File: config.mk
export PLATFORM = sky130hd
export DESIGN_NAME = tiny_alu_param
export DESIGN_NICKNAME = d
export VERILOG_FILES = /design/src/rtl/tiny_alu_param_pkg.sv /design/src/rtl/tiny_alu_param_mul_seq.sv /design/src/rtl/tiny_alu_param.sv
export SDC_FILE = /design/constraint.sdc
export NUM_CORES = 1
export LEC_CHECK = 0
export ABC_AREA = 1
export BUFFER_PORTS_ARGS = -buffer_cell sky130_fd_sc_hd__buf_4
export CORE_UTILIZATION = 60
export CTS_CLUSTER_DIAMETER = 200
export CTS_CLUSTER_SIZE = 8
export DETAILED_ROUTE_END_ITERATION = 12
export HOLD_SLACK_MARGIN = 0.12
export PLACE_DENSITY = 0.8
export SLEW_MARGIN = 20
export SYNTH_ARGS = -nofsm -noshare
export SYNTH_HDL_FRONTEND = slang
export SYNTH_SLANG_ARGS = --single-unit
File: constraint.sdc
create_clock -name clk -period 2.55 [get_ports clk]
set_clock_uncertainty 0.15 [all_clocks]
set_input_delay 0.765 -clock clk [delete_from_list [all_inputs] [get_ports clk]]
set_output_delay 0.765 -clock clk [all_outputs]
set_load 0.005 [all_outputs]
File: src/rtl/tiny_alu_param_pkg.sv
// Shared opcode and FSM-state definitions for tiny_alu_param.
// Opcodes 5..7 are illegal; see TINY_ALU_PARAM_ILLEGAL_OP_ERR_EN in the top for how they report.
package tiny_alu_param_pkg;

    localparam int OPCODE_BITS = 3;

    typedef enum logic [OPCODE_BITS-1:0] {
        OP_NOP = 3'd0,
        OP_ADD = 3'd1,
        OP_AND = 3'd2,
        OP_XOR = 3'd3,
        OP_MUL = 3'd4
    } op_e;

    typedef enum logic {
        IDLE = 1'b0,
        MUL  = 1'b1
    } state_e;

endpackage

File: src/rtl/tiny_alu_param_mul_seq.sv
// Shift-add unsigned multiplier: one partial product per cycle, DATA_W steps per load.
// done marks the cycle of the final step; product is the completed product while done is high.
module tiny_alu_param_mul_seq #(
    parameter int DATA_W = 8
) (
    input  logic                  clk,
    input  logic                  reset,
    input  logic                  load,
    input  logic [DATA_W-1:0]     a,
    input  logic [DATA_W-1:0]     b,
    output logic                  busy,
    output logic                  done,
    output logic [2*DATA_W-1:0]   product
);

    localparam int RES_W = 2 * DATA_W;
    localparam int CNT_W = $clog2(DATA_W);

    logic [RES_W-1:0]  acc;
    logic [RES_W-1:0]  mcand;
    logic [DATA_W-1:0] mplier;
    logic [CNT_W-1:0]  cnt;
    logic [RES_W-1:0]  acc_next;

    // The last partial product is folded in combinationally so the top can
    // capture the full product on the same edge that ends the final step.
    assign acc_next = mplier[0] ? (acc + mcand) : acc;
    assign done     = busy && (cnt == CNT_W'(DATA_W - 1));
    assign product  = acc_next;

    always_ff @(posedge clk or posedge reset) begin
        if (reset) begin
            acc    <= '0;
            mcand  <= '0;
            mplier <= '0;
            cnt    <= '0;
            busy   <= 1'b0;
        end else if (load) begin
            acc    <= '0;
            mcand  <= {{DATA_W{1'b0}}, a};
            mplier <= b;
            cnt    <= '0;
            busy   <= 1'b1;
        end else if (busy) begin
            acc    <= acc_next;
            mcand  <= mcand << 1;
            mplier <= mplier >> 1;
            cnt    <= cnt + CNT_W'(1);
            if (done) begin
                busy <= 1'b0;
            end
        end
    end

endmodule

File: src/rtl/tiny_alu_param.sv
// Tiny ALU with valid/ready handshakes, single-cycle NOP/ADD/AND/XOR and a DATA_W-cycle MUL.
// Build option: define TINY_ALU_PARAM_ILLEGAL_OP_ERR_EN to flag opcodes 5..7 with err=1.
module tiny_alu_param
    import tiny_alu_param_pkg::*;
#(
    parameter int DATA_W = 8
) (
    input  logic                    clk,
    input  logic                    reset,
    input  logic                    in_valid,
    output logic                    in_ready,
    input  logic [DATA_W-1:0]       a,
    input  logic [DATA_W-1:0]       b,
    input  logic [OPCODE_BITS-1:0]  op,
    output logic                    out_valid,
    input  logic                    out_ready,
    output logic [2*DATA_W-1:0]     result,
    output logic                    err
);

    localparam int RES_W = 2 * DATA_W;

    // Handshake: a transfer happens on a rising edge where valid && ready are
    // both high; the sender holds its payload until then, and the receiver's
    // ready never depends on its own valid.
    state_e             state;
    state_e             next_state;
    logic               accept;
    logic               is_mul;
    logic [DATA_W:0]    sum;
    logic [RES_W-1:0]   alu_res;
    logic               alu_err;
    logic               mul_busy;
    logic               mul_done;
    logic [RES_W-1:0]   mul_product;

    assign is_mul   = (op == OP_MUL);
    assign in_ready = !reset && (state == IDLE) && !mul_busy && (!out_valid || out_ready);
    assign accept   = in_valid && in_ready;
    assign sum      = {1'b0, a} + {1'b0, b};

    always_comb begin
        alu_res = '0;
        alu_err = 1'b0;
        case (op)
            OP_NOP: alu_res = '0;
            OP_ADD: alu_res = {{(RES_W-DATA_W-1){1'b0}}, sum};
            OP_AND: alu_res = {{DATA_W{1'b0}}, a & b};
            OP_XOR: alu_res = {{DATA_W{1'b0}}, a ^ b};
            OP_MUL: alu_res = '0;
            default: begin
                alu_res = '0;
`ifdef TINY_ALU_PARAM_ILLEGAL_OP_ERR_EN
                alu_err = 1'b1;
`else
                alu_err = 1'b0;
`endif
            end
        endcase
    end

    tiny_alu_param_mul_seq #(
        .DATA_W (DATA_W)
    ) u_mul (
        .clk     (clk),
        .reset   (reset),
        .load    (accept && is_mul),
        .a       (a),
        .b       (b),
        .busy    (mul_busy),
        .done    (mul_done),
        .product (mul_product)
    );

    always_ff @(posedge clk or posedge reset) begin
        if (reset) begin
            state <= IDLE;
        end else begin
            state <= next_state;
        end
    end

    always_comb begin
        next_state = state;
        case (state)
            IDLE:    if (accept && is_mul) next_state = MUL;
            MUL:     if (mul_done)         next_state = IDLE;
            default: next_state = IDLE;
        endcase
    end

    // A new single-cycle result may load on the same edge the old one drains.
    always_ff @(posedge clk or posedge reset) begin
        if (reset) begin
            out_valid <= 1'b0;
            result    <= '0;
            err       <= 1'b0;
        end else if (accept && !is_mul) begin
            result    <= alu_res;
            err       <= alu_err;
            out_valid <= 1'b1;
        end else if (mul_done) begin
            result    <= mul_product;
            err       <= 1'b0;
            out_valid <= 1'b1;
        end else if (out_valid && out_ready) begin
            out_valid <= 1'b0;
        end
    end

endmodule
Word level (Yosys, flattened, before mapping)

Index checks and enable logic that the tools add are counted.

Memories: 0
Output and inout port bits: 19
Memory bits (read-only): 0
Latch bits: 0
RAM bits: 0
Register bits: 63

Bitwise gates (word level): 3
Divide/modulo/power cells: 0
Eq/ne operators: 5
Mux-type cells: 22
$add $sub $neg: 3
Magnitude comparators: 0
Reduce and logical (&&, ||, !) cells: 16
Shifts and indexed selects: 0
$mul: 0

Operators by type and width:

| kind                                                | number |
|---|---|
| 2-to-1 mux 16 bit                                   | 7 |
| case mux 9 bit (3 select lines)                     | 1 |
| adder 16 bit                                        | 1 |
| 2-to-1 mux 8 bit                                    | 2 |
| adder 8 x 8 -> 9 bit                                | 1 |
| 2-to-1 mux 1 bit                                    | 9 |
| bitwise AND 8 bit                                   | 1 |
| logical AND 1 bit                                   | 8 |
| bitwise XOR 8 bit                                   | 1 |
| equality test 3 x 2 -> 1 bit, second input constant | 2 |
| equality test 3 bit, second input constant          | 2 |
| 2-to-1 mux 3 bit                                    | 2 |
| logical NOT 1 bit                                   | 4 |
| nonzero test 2 bit                                  | 2 |
| adder 3 x 1 -> 3 bit, second input constant         | 1 |
| equality test 3 x 1 -> 1 bit, second input constant | 1 |
| nonzero test 3 bit                                  | 1 |
| case mux 1 bit (2 select lines)                     | 1 |
| logical OR 1 bit                                    | 1 |
| inverter 1 bit                                      | 1 |

Longest topological paths before layout

Depth in word-level cells: 8
Gate-level depth with buffers: 15
Gate-level depth less buffers: 15

Cells and area by module

From an unflattened synthesis, not the netlist that was laid out.

Cell total of the unflattened synthesis: 594
Area total of the unflattened synthesis: 4316.6 µm²

By module, submodules not included:

| module                 | cells an instance | area an instance (µm²) | seq. area each (µm²) | instances |
|---|---|---|---|---|
| tiny_alu_param_mul_seq | 398               | 2900.3                 | 1101.1               | 1 |
| tiny_alu_param         | 196               | 1416.4                 | 450.4                | 1 |

Worst setup path after synthesis

No wires, ideal clock.

Kind: input to register
Start: in a[3]
End: reg result[4]
Data required time: 2.284 ns
Path buffers: 0
Stages on the path: 10
Arrival: 2.004 ns
Setup time: 0.116 ns
Slack: 0.280 ns
Path through: ha_1 -> or2_2 -> and2_1 -> or2_0 -> nand3_1 -> nand2_1 -> nand2_1 -> nand2_1 -> nand2_1 -> nand2_1

Cells in the longest elaborated chain, start to end: 3

Ends and longest elaborated chain:

| item                            | line                  | source |
|---|---|---|
| start: declaration              | tiny_alu_param.sv:12  | `input logic [DATA_W-1:0] a,` |
| adder 8 x 8 -> 9 bit            | tiny_alu_param.sv:40  | `assign sum = {1'b0, a} + {1'b0, b};` |
| case mux 9 bit (3 select lines) | tiny_alu_param.sv:45  | `case (op)` |
| 2-to-1 mux 16 bit               | tiny_alu_param.sv:98  | `end else if (accept && !is_mul) begin` |
| end signal: assignment          | tiny_alu_param.sv:99  | `result <= alu_res;` |
| end signal: assignment          | tiny_alu_param.sv:103 | `result <= mul_product;` |
| end: declaration                | tiny_alu_param.sv:17  | `output logic [2*DATA_W-1:0] result,` |

Every way passes these cells.
A chain may end at the register's enable or synchronous reset.

Worst setup path in the final report

Start: reg u_mul.busy
End: out in_ready

Cells in the longest elaborated chain, start to end: 3

Ends and longest elaborated chain:

| item                           | line                         | source |
|---|---|---|
| start: declaration             | tiny_alu_param_mul_seq.sv:11 | `output logic busy,` |
| start signal: assignment       | tiny_alu_param_mul_seq.sv:37 | `busy <= 1'b0;` |
| start signal: assignment       | tiny_alu_param_mul_seq.sv:43 | `busy <= 1'b1;` |
| start signal: assignment       | tiny_alu_param_mul_seq.sv:50 | `busy <= 1'b0;` |
| logical NOT 1 bit              | tiny_alu_param.sv:38         | `assign in_ready = !reset && (state == IDLE) && !mul_busy && (!out_valid \|\| out_ready);` |
| logical AND 1 bit (2 in a row) | tiny_alu_param.sv:38         |  |
| end: declaration               | tiny_alu_param.sv:11         | `output logic in_ready,` |

Every way passes these cells.

==> results.toml <==
[yosys]
synth_common_cells = "nand2_1, inv_1, nand3_1"
ys_seq_area_share_pct = 37.4
synth_area_mm2 = 0.00415
yosysWarnings = 0
synth_nets = 642
yosysUniqueCellTypes = 33
synth_ff_type = "dfrtp_1"
syn_avg_cell_area_um2 = 7.00
synthTopCellsByArea = "dfrtp_1, nand2_1, nand3_1, inv_1, ha_1"
synth_top_area_share_pct = 37.4
post-synth-top-area-cell = "dfrtp_1"
async_reset_ff_share_pct = 100
synth_seq_cells = 62
synth_edf_count = 0
yosysMostFrequentCell = "nand2_1"
synth_cells = 592

[timing]
drv_slew = 0
period_share_pct = 92.2
finalHoldViolations = 0
finalSetupTns_ns = 0
fin_ws_ns = 0.200
fmax_mhz = 425
setup_violations = 0
max_slew.worst_pin.slew_ns = 0.545
slew_headroom_pct = 63.6
rsz0062_at_grt = "false"
whs_ns = 0.337
fin_crit_ns = 2.35

[die]
core_area_mm2 = 0.00649
dieHeight_um = 85.1
fp-row-count = 29
dieArea_mm2 = 0.00725
initial_core_util_pct = 63.8
boundaryPins = 42
fp.dieW_um = 85.1

[critical_path]
reg2reg_depth = 12
slowest_stage = "dfrtp_1"
cp-startpoint = "u_mul.busy"
r2r_start = "u_mul.mcand[0]"
critPathArrivalTime_ns = 1.44
crit_path_start_kind = "flop"
crit_type = "flop to output port"
crit_required_ns = 1.64
cp_max_fo = 14
cp_cell_sequence = "nor4_4 -> buf_4"
critPathMaxStageDelay_ns = 0.58
endpoint_kind = "output port"
r2r_setup_slack_ns = 0.24
reg2reg_to = "result[12]"

[detailed_routing]
wl_per_cell_um = 15.0
drc = 0
vias = 4066
vias_per_cell = 5.67
drtIter0Drc = 233
finalWirelength_um = 10700
first_pass_iters = 4
ant_nets = 0

[clocking]
ctsResizeCount = 0
clockBufferDepth = 2
cts.sink_count = 62
cts-root-buf = "clkbuf_8"
h-tree-depth = 3
post-cts-setup-buffer-count = 0
clk_latency_ns = 0.33
cts_tree = "done"
ctsHoldBuffers = 0
cts_made_buffers = 9
clk_pin_slew_ns = 0.07

[min_path]
min_to = "u_mul.cnt[0]"
hp-class = "flop to flop"
min_delay_path_depth = 1
worstHoldStart = "u_mul.cnt[0]"

[placement]
place_inst = 701
dpl.hpwl_um = 8230
dp_slack_ns = 0.0705
port_buffers = 40
gp_congestion = 0.912

[power_and_ir_drop]
p_total_mw = 5.25
irDropWorstVdd_v = 0.000771
p_leak_nw = 2.69
power.density_mw_per_mm2 = 1110

[status]
status = "completed"

[global_route]
grt_pass1_vias = 3846
antenna_found_initial = 0
grt_pass1_wl_um = 18200
grt.total_usage_pct = 32.3
overflow = 0
grt_max_degree = 30

[layout]
syn_to_final_growth_pct = 14.6
drive_gt1_share_pct = 12.5
num-fill-cells = 517
num_antenna_cells = 0
final_cells = 717
layout.nets = 685

[run]
cap_violations = 0
## worst max path at each step
stage | depth (start not counted) | slack (ns) | to
detailed placement | 15 | 0.07 | result[4]
finish | 2 | 0.20 | in_ready
floorplan | 1 | 0.09 | out_valid
global placement | 15 | 0.12 | result[4]
global route | 12 | 0.07 | result[6]
CTS | 2 | 0.19 | in_ready
## layout make-up
type                    instances  area, um2  share of cell area (%)
flip-flops and latches         62       1550                    32.6
multi-input cells             425       2170                    45.7
repair buffers                 49        380                    8.00
clock inverters                 7       98.8                    2.08
well taps                      77       96.3                    2.03
clock buffers                   9        124                    2.61
inverters                      88        330                    6.95
## worst max-delay path: cells and delay by family, from the launching register on
kind | cells | cell delay [ns]
simple gates | 1 | 0.36
buf+inv | 1 | 0.17
flops | 1 | 0.58
## report_power, final
part / switching, mW / internal, mW / total [mW]
Clock: 0.403 / 0.553 / 0.956
Combinational: 1.62 / 0.992 / 2.61
Sequential: 0.313 / 1.38 / 1.69
## flip-flops by register name, indices dropped and copies added (netlist names)
| name | flops |
|---|---|
| u_mul.busy | 1 |
| u_mul.cnt | 3 |
| out_valid | 1 |
| result | 16 |
| state | 1 |
| u_mul.acc | 16 |
| u_mul.mplier | 8 |
| u_mul.mcand | 16 |
## cell families (layout without fill, tap and decap cells)
kind of cell,count (synthesis),in the layout,share of synthesized area (%)
simple gates,331,331,33.8
buf+inv,105,153,10.2
compound gates,62,62,9.08
flops,62,62,37.4
fa+ha+maj,27,27,8.51
xor+xnor,4,4,0.845
other cells,1,1,0.0904
## metal layers
metal  vias to the layer above  GRT usage [%]  wire length (um)
li1                       1976              -                 -
met1                      1934           48.1              5190
met2                       149           49.7              4800
met3                         7           6.32               663
met4                         0           5.86                83
met5                         -              0                 0
## cell usage in the layout, fill, tap and decap left out
master,n
clkinv_4,3
o21ai_1,1
a22o_1,4
and2_1,2
inv_2,4
or2_2,8
o21ai_0,19
nor2_1,19
a32o_1,1
a22oi_1,6
nand4_1,2
o21a_1,1
fa_1,2
or2_0,1
nand3b_1,2
nand2_1,219
conb_1,1
o22ai_1,8
inv_1,84
nor3_1,4
bufinv_16,2
nand3_2,1
clkinv_2,1
nand3_1,71
a21oi_1,13
buf_12,1
clkinvlp_4,1
dfrtp_1,62
xor2_1,4
ha_1,25
nand2_2,1
o211ai_1,6
nor4_4,1
a31oi_1,3
clkbuf_8,9
buf_4,48
## per-stage QoR
step / area [um2] / utilization, %
2_1_floorplan: 4150 / -
3_3_place_gp: 4530 / 69.7
3_5_place_dp: 4530 / 69.7
4_1_cts: 4750 / 73.2
5_1_grt: 4750 / 73.2
6_report: 4750 / 73.2
(Power assumes the default switching activity.)
